`src/rtl/mod_reduce_stage_pkg.sv`:
```
// Shared widths, FSM encoding and chunk-offset helper for the modular reduction stage.
package mod_reduce_stage_pkg;

  localparam int WIDTH  = 384;
  localparam int CHUNK  = 64;
  localparam int NCHUNK = WIDTH / CHUNK;
  localparam int CNT_W  = $clog2(NCHUNK);

  typedef enum logic [1:0] {
    ST_IDLE = 2'd0,
    ST_SUB  = 2'd1,
    ST_SEL  = 2'd2,
    ST_DONE = 2'd3
  } state_e;

  // Bit offset of chunk k inside a WIDTH-wide operand.
  function automatic int chunk_lsb(input logic [CNT_W-1:0] k);
    return int'(k) * CHUNK;
  endfunction

endpackage

```
`src/rtl/mod_reduce_stage_if.sv`:
```
// Request/result bundle between the modular adder, this stage and the field-op controller.
interface mod_reduce_stage_if;
  import mod_reduce_stage_pkg::*;

  logic             start;
  logic [WIDTH:0]   sum_in;
  logic [WIDTH-1:0] modulus;
  logic [WIDTH-1:0] result;
  logic             busy;
  logic             done;

  modport master (
    output start, sum_in, modulus,
    input  result, busy, done
  );

  modport slave (
    input  start, sum_in, modulus,
    output result, busy, done
  );

endinterface

```
`src/rtl/mod_reduce_stage_chunk_sub.sv`:
```
// One CHUNK-bit slice of the S - M borrow chain.
module chunk_sub
  import mod_reduce_stage_pkg::*;
(
  input  logic [CHUNK-1:0] i_a,
  input  logic [CHUNK-1:0] i_b,
  input  logic             i_bin,
  output logic [CHUNK-1:0] o_d,
  output logic             o_bout
);

  logic [CHUNK:0] w_diff;

  // Extra top bit of the widened difference is the outgoing borrow.
  assign w_diff = {1'b0, i_a} - {1'b0, i_b} - {{CHUNK{1'b0}}, i_bin};
  assign o_d    = w_diff[CHUNK-1:0];
  assign o_bout = w_diff[CHUNK];

endmodule

```
`src/rtl/mod_reduce_stage.sv`:
```
// Conditional subtract S mod M (S < 2M), S - M computed CHUNK bits per cycle.
module mod_reduce_stage
  import mod_reduce_stage_pkg::*;
(
  input  logic               clk,
  input  logic               resetn,
  mod_reduce_stage_if.slave  bus
);

  localparam logic [CNT_W-1:0] LAST_CNT = CNT_W'(NCHUNK - 1);

  state_e           r_state;
  state_e           w_state_nxt;
  logic [WIDTH:0]   r_s;
  logic [WIDTH-1:0] r_m;
  logic [WIDTH-1:0] r_d;
  logic [WIDTH-1:0] r_result;
  logic             r_borrow;
  logic [CNT_W-1:0] r_cnt;
  logic             r_busy;
  logic             r_done;

  int               w_lsb;
  logic [CHUNK-1:0] w_a;
  logic [CHUNK-1:0] w_b;
  logic [CHUNK-1:0] w_d;
  logic             w_bout;
  logic             w_accept;
  logic             w_last;
  logic             w_ge;

  assign w_lsb    = chunk_lsb(r_cnt);
  assign w_a      = r_s[w_lsb +: CHUNK];
  assign w_b      = r_m[w_lsb +: CHUNK];
  assign w_accept = bus.start & ((r_state == ST_IDLE) | (r_state == ST_DONE));
  assign w_last   = (r_cnt == LAST_CNT);
  // A set carry bit means S >= 2^WIDTH > M, so the subtract applies regardless of borrow.
  assign w_ge     = r_s[WIDTH] | ~r_borrow;

  chunk_sub u_chunk_sub (
    .i_a    (w_a),
    .i_b    (w_b),
    .i_bin  (r_borrow),
    .o_d    (w_d),
    .o_bout (w_bout)
  );

  // FSM state register.
  always_ff @(posedge clk or negedge resetn) begin
    if (!resetn) begin
      r_state <= ST_IDLE;
    end else begin
      r_state <= w_state_nxt;
    end
  end

  // Next-state decode; DONE accepts a new start just like IDLE.
  always_comb begin
    w_state_nxt = r_state;
    case (r_state)
      ST_IDLE: begin
        if (w_accept) begin
          w_state_nxt = ST_SUB;
        end else begin
          w_state_nxt = ST_IDLE;
        end
      end
      ST_SUB: begin
        if (w_last) begin
          w_state_nxt = ST_SEL;
        end else begin
          w_state_nxt = ST_SUB;
        end
      end
      ST_SEL: begin
        w_state_nxt = ST_DONE;
      end
      ST_DONE: begin
        if (w_accept) begin
          w_state_nxt = ST_SUB;
        end else begin
          w_state_nxt = ST_IDLE;
        end
      end
      default: begin
        w_state_nxt = ST_IDLE;
      end
    endcase
  end

  // Operand capture, chunked subtract and final select.
  always_ff @(posedge clk or negedge resetn) begin
    if (!resetn) begin
      r_s      <= '0;
      r_m      <= '0;
      r_d      <= '0;
      r_result <= '0;
      r_borrow <= 1'b0;
      r_cnt    <= '0;
    end else if (w_accept) begin
      r_s      <= bus.sum_in;
      r_m      <= bus.modulus;
      r_borrow <= 1'b0;
      r_cnt    <= '0;
    end else if (r_state == ST_SUB) begin
      r_d[w_lsb +: CHUNK] <= w_d;
      r_borrow            <= w_bout;
      r_cnt               <= w_last ? '0 : r_cnt + 1'b1;
    end else if (r_state == ST_SEL) begin
      r_result <= w_ge ? r_d : r_s[WIDTH-1:0];
    end else begin
      r_result <= r_result;
    end
  end

  // Status flags registered from the next state so they line up with r_state.
  always_ff @(posedge clk or negedge resetn) begin
    if (!resetn) begin
      r_busy <= 1'b0;
      r_done <= 1'b0;
    end else begin
      r_busy <= (w_state_nxt == ST_SUB) | (w_state_nxt == ST_SEL);
      r_done <= (w_state_nxt == ST_DONE);
    end
  end

  assign bus.result = r_result;
  assign bus.busy   = r_busy;
  assign bus.done   = r_done;

endmodule

```
`src/flat_wrapper.sv`:
```
// flat-port wrapper written by rule: the top's interface ports become plain ports
module mod_reduce_stage_flat import mod_reduce_stage_pkg::*;
  (clk, resetn, bus_start, bus_sum_in, bus_modulus, bus_result, bus_busy, bus_done);
  mod_reduce_stage_if bus_i ();
  input  logic clk;
  input  logic resetn;
  input wire logic [$bits(bus_i.start)-1:0] bus_start;
  input wire logic [$bits(bus_i.sum_in)-1:0] bus_sum_in;
  input wire logic [$bits(bus_i.modulus)-1:0] bus_modulus;
  output wire logic [$bits(bus_i.result)-1:0] bus_result;
  output wire logic [$bits(bus_i.busy)-1:0] bus_busy;
  output wire logic [$bits(bus_i.done)-1:0] bus_done;
  assign bus_i.start = bus_start;
  assign bus_i.sum_in = bus_sum_in;
  assign bus_i.modulus = bus_modulus;
  assign bus_result = bus_i.result;
  assign bus_busy = bus_i.busy;
  assign bus_done = bus_i.done;
  mod_reduce_stage u_core (.clk(clk), .resetn(resetn), .bus(bus_i));
endmodule
```
`config.mk`:
```
export PLATFORM = sky130hd
export DESIGN_NAME = mod_reduce_stage_flat
export DESIGN_NICKNAME = d
export VERILOG_FILES = /design/src/rtl/mod_reduce_stage_pkg.sv /design/src/rtl/mod_reduce_stage_if.sv /design/src/rtl/mod_reduce_stage_chunk_sub.sv /design/src/rtl/mod_reduce_stage.sv /design/src/flat_wrapper.sv
export SDC_FILE = /design/constraint.sdc
export NUM_CORES = 2
export LEC_CHECK = 0
export BUFFER_PORTS_ARGS = -buffer_cell sky130_fd_sc_hd__buf_2
export CORE_AREA = 2 2 450 452
export CTS_CLUSTER_SIZE = 25
export DETAILED_ROUTE_END_ITERATION = 16
export DIE_AREA = 0 0 452 454
export PLACE_DENSITY = 0.66
export SYNTH_ARGS = -nofsm -noshare
export SYNTH_HDL_FRONTEND = slang
export SYNTH_SLANG_ARGS = --single-unit
```
`constraint.sdc`:
```
create_clock -name clk -period 12.8 [get_ports clk]
set_input_delay 0.64 -clock clk [delete_from_list [all_inputs] [get_ports clk]]
set_output_delay 0.64 -clock clk [all_outputs]
set_load 0.005 [all_outputs]
```
# Word level (Yosys, flattened, before mapping)
# Cells that the tools add are included.
# word_totals
wordCells	46
latchBits	0
mem_count	0
rom_bits	0
ramBits	0
regBits	1545
input_bits	772
# op_classes
mul	0
n_mux	10
n_addsub	4
n_lt_le_gt_ge	0
n_bitwise	7
div_mod_pow	0
n_eq_ne	7
n_shift	4
reduce_logical	5
# op_table
cell	count
$shiftx A385 B10 Y64	1
$bwmux W384	1
$mux W384	1
$shift A64 B33 Y384 const A	1
$shiftx A384 B10 Y64	1
$shiftx A64 B33 Y384	1
$sub A64 B64 Y65	1
$sub A65 B1 Y65	1
$neg A9 Y33	1
$mux W3	3
$eq A2 B2 Y1 const B	4
$pmux W2 S3	1
$eq A2 B1 Y1 const B	2
$add A3 B1 Y3 const B	1
$eq A3 B3 Y1 const B	1
$mux W1	3
$not A1 Y1	3
$or A1 B1 Y1	3
$reduce_and A3 Y1	1
$logic_not A2 Y1	1
$mux W2	1
$reduce_and A2 Y1	1
$reduce_bool A2 Y1	1
$reduce_or A2 Y1	1
$and A1 B1 Y1	1

# Depth between registers and ports, before layout
# logic_depth
word_depth	7
mapped_depth	22
ltp_nobuf	18

# Modules after synthesis
# A second synthesis with hierarchy kept.
# unflattened
cells_unflattened	6644
area_unflattened_um2	73239.0
# modules_own_cells
module	seq_area_each_um2	cells_each	n_inst	area_each_um2
mod_reduce_stage	38662.1	5820	1	67905.1
chunk_sub	0.0	824	1	5333.9

# Worst setup path before layout
# Ideal clock, no wire load.
# synth_timing
path_type	register to register
startpoint	register u_core.r_cnt[0]
endpoint	register u_core.r_d[319]
arrival_ns	4.903
period_less_slack_ns	5.027
path_stages_with_launch	22
path_buffers	7
setup_time_ns	0.125
setup_slack_ns	7.773
path_cell_list	dfrtp_1 -> buf_2 -> buf_2 -> buf_1 -> buf_1 -> clkbuf_1 -> clkbuf_1 -> a21oi_1 -> ha_1 -> inv_1 -> ha_1 -> clkbuf_1 -> and3_1 -> o2111a_1 -> o31ai_2 -> a31oi_2 -> a21oi_4 -> o31ai_4 -> a41o_2 -> a21oi_1 -> xnor2_1 -> mux2_2
# synth_via
elab_chain_cells	5
word_cells_on_any_way	8
cone_classes	add/sub: 3; shift: 4; mux: 1
# synth_rtl
item	line_no	rtl
from (decl)	mod_reduce_stage.sv:19	logic [CNT_W-1:0] r_cnt;
from (signal assigned)	mod_reduce_stage.sv:108	r_cnt <= w_last ? '0 : r_cnt + 1'b1;
$shiftx A385 B10 Y64 or $shiftx A384 B10 Y64 (tied branches)	mod_reduce_stage.sv:33, mod_reduce_stage.sv:34	
$sub A64 B64 Y65	mod_reduce_stage_chunk_sub.sv:15	assign w_diff = {1'b0, i_a} - {1'b0, i_b} - {{CHUNK{1'b0}}, i_bin};
$sub A65 B1 Y65	mod_reduce_stage_chunk_sub.sv:15	
$shiftx A64 B33 Y384	mod_reduce_stage.sv:106	r_d[w_lsb +: CHUNK] <= w_d;
$bwmux W384 *	mod_reduce_stage.sv:106	
to (signal, indexed assignment)	mod_reduce_stage.sv:106	
to (decl)	mod_reduce_stage.sv:16	logic [WIDTH-1:0] r_d;
# Mark *: on every way between the ends. The rest lies on a longest branch, timed or not.
# A chain may end at the register's enable or synchronous reset.

# Worst setup path after layout
# layout_timing
startpoint	register u_core.r_cnt[2]
endpoint	register u_core.r_d[34]
# Same word-level chain as after synthesis.

==> flow_summary.ini <==
[status]
status = completed

[worst_setup_path]
reg2reg_slack_ns = 5.07
reg2reg_from = u_core.r_cnt[2]$_DFFE_PN0P_
critPathArrivalTime_ns = 8.50
worst-path-buf-inv = 3
cp_max_fo = 56
start_kind = register
reg2reg_depth = 16
path_class = reg2reg
rr_endpoint = u_core.r_d[34]$_DFFE_PN0P_
crit_slowest_cell = buf_4
end_kind = register
crit_family = compound AO/OA/AOI/OAI gates
cpPeakStageDelay_ns = 0.86
path_cells = buf_4, buf_4, nand2b_1, o221ai_1, ha_1, inv_1, ha_1, nand2_1, nor3_1, o2111ai_1, o211ai_1, nor2_1, o31ai_1, a21oi_1, xnor2_1, mux2_2
cp.required_ns = 13.57

[routing]
drt-total-wl_um = 298000
firstDrtPassIters = 8
ant_nets = 0
wl_per_cell_um = 27.6
drt_iter0_markers = 6152
drc = 0
vias_per_cell = 5.53
vias = 59600

[worst_hold_path]
min_to = u_core.r_s[311]$_DFFE_PN0P_
hp-class = in2reg
hold_path.startpoint = bus_sum_in[311]
min_path_cells = 2

[sta]
worstMarginPinSlew_ns = 1.25
slew-limit-headroom = 0.167
final.period_utilization = 0.604
tns_ns = 0
drv_slew = 0
setup_viol = 0
fmax_ghz = 0.129
hold_violations = 0
holdWs_ns = 0.0406
finClkSkew_ns = 0.0572
min_period_ns = 7.73
rsz0062_at_grt = no

[global_route]
grt_first_pass_wirelength_um = 422000
antenna_found_initial = 82
grt_max_degree = 190
overflow = 0
grt_pass1_vias = 59400
grtUsageTotal = 0.282

[synth]
synth_cell_types = 76
yosys_most_used_dff = dfrtp_1
synth_edf_count = 0
ys_seq_area_frac = 0.545
synth_fp_nets = 7404
synth_seq_cells = 1545
async_reset_ff_frac = 1.00
synth.yosys.warnings = 0
synth_cells = 6498
synthesis.area_sq_um = 70900
avgSynthCellArea_sq_um = 10.9

[flow_run]
maxCapViolCount = 0

[cts]
clock_latency_ns = 0.87
cts-root-buf = clkbuf_16
clockBufferDepth = 3
htreeDepth = 4
clkSinkCount = 1545
cts_made_buffers = 171
clk_pin_slew_ns = 0.07
cts_tree = yes

[placed_design]
post_dp_cell_area_sq_um = 79300
dp_hpwl_um = 211000
gp_congestion = 0.929
io_buffer_count = 1157

[die]
core_sq_um = 201000
die_h_um = 454
initial_core_util = 0.353
die_area_sq_um = 205000
row_count = 165
io_pins = 1158
fp.dieW_um = 452

[layout]
design_area_sq_um = 89900
drive_above_1_share = 0.314
final_common_cell = dfrtp_1
area_delta_synth_final_pct = 26.8
nets = 8834
layout_common_cells = dfrtp_1 (1,542), buf_2 (1,156), nand2_1 (1,085), mux2_2 (958), nor2_1 (497)
==> state kept, by name, summed over array words and instances (netlist names), 2 cells and up <==
name and count:
u_core.bus.result 384, u_core.r_d 384, u_core.r_m 384, u_core.r_state 2, u_core.r_s 385, u_core.r_cnt 3
==> worst max path at each step <==
stage | startpoint | end | slack [ns] | depth (start not counted)
after global routing | u_core.r_cnt[2]$_DFFE_PN0P_ | u_core.r_d[317]$_DFFE_PN0P_ | 4.80 | 16
final | u_core.r_cnt[2]$_DFFE_PN0P_ | u_core.r_d[34]$_DFFE_PN0P_ | 5.07 | 16
after floorplan | u_core.r_cnt[0]$_DFFE_PN0P_ | u_core.r_d[319]$_DFFE_PN0P_ | 7.77 | 21
after global placement | u_core.r_cnt[2]$_DFFE_PN0P_ | u_core.r_d[61]$_DFFE_PN0P_ | 5.18 | 16
after CTS | u_core.r_cnt[2]$_DFFE_PN0P_ | u_core.r_d[189]$_DFFE_PN0P_ | 5.08 | 16
after detailed placement | u_core.r_cnt[2]$_DFFE_PN0P_ | u_core.r_d[189]$_DFFE_PN0P_ | 5.11 | 16
==> synth_stat cells (4+ instances only) <==
cell type,instances,area [sq um]
nor2b_1,8,50.1
a21oi_1,193,966
ha_1,132,1650
nand2_1,1088,4080
a221o_1,54,541
nand2b_1,15,93.8
a222oi_1,10,100
nor2_1,507,1900
a31oi_1,393,2460
a221oi_1,51,447
and3_1,8,50.1
xnor2_1,37,324
o2111ai_1,6,52.6
a21o_1,34,255
xor2_1,23,201
and2_1,7,43.8
o211ai_1,14,105
nor3b_1,5,37.5
mux2i_1,148,1480
buf_1,42,158
a211oi_1,7,52.6
o21ai_0,285,1430
a22o_1,146,1280
o31ai_1,39,293
o21bai_1,11,82.6
mux2_2,958,10800
nand4_1,21,131
buf_2,7,35.0
o21ai_1,5,25.0
clkbuf_1,423,1590
o221ai_1,15,131
a21boi_0,4,30.0
o21a_1,10,75.1
inv_1,154,578
nor3_1,20,100
or2_2,7,43.8
dfrtp_1,1545,38700
nand3_1,13,65.1
==> cells by family (layout without fill, tap and decap cells) <==
kind of cell | count (synthesis) | in the layout | share of synthesized area
buffers and inverters | 629 | 2194 | 0.0334
DFF | 1545 | 1545 | 0.545
muxes | 1109 | 1109 | 0.174
AOI/OAI and AO/OA | 1303 | 1303 | 0.121
other | 0 | 49 | 0
and+or+nand+nor | 1717 | 1717 | 0.0950
adders and majority gates | 134 | 134 | 0.0238
xor gates and xnor gates | 61 | 61 | 0.00764
==> cell type report <==
class / count / area [sq um]
inverters: 155 / 589
fillers: 18500 / 111000
multi-input cells: 4324 / 30100
clock inverters: 79 / 951
flip-flops and latches: 1545 / 38700
repair buffers: 1731 / 11500
well taps: 2672 / 3340
diodes: 49 / 123
clock buffers: 229 / 4750
==> timing repair <==
action	in CTS	in global routing
hold endpoints to repair	626	0
buffers inserted	0	0
hold buffers	486	0
gates resized for setup	0	0
==> metal layers <==
| metal | global-route usage | up-vias | routed length, um |
|---|---|---|---|
| li1 | - | 25800 | - |
| met1 | 0.363 | 30200 | 121000 |
| met2 | 0.444 | 2841 | 137000 |
| met3 | 0.0568 | 709 | 21000 |
| met4 | 0.158 | 28 | 18600 |
| met5 | 0 | - | 163 |
==> through the flow <==
| step | std cells | worst slack [ns] | util |
|---|---|---|---|
| 2_1_floorplan | 6498 | 7.77 | - |
| 3_3_place_gp | 9941 | 5.18 | 0.395 |
| 3_5_place_dp | 9941 | 5.11 | 0.395 |
| 4_1_cts | 10700 | 5.08 | 0.447 |
| 5_1_grt | 10800 | 4.80 | 0.448 |
| 6_report | 10800 | 5.07 | 0.448 |
Power is left out: the tool's default activity adds up to more than one toggle a clock period on the data nets, which glitch-free logic cannot reach.
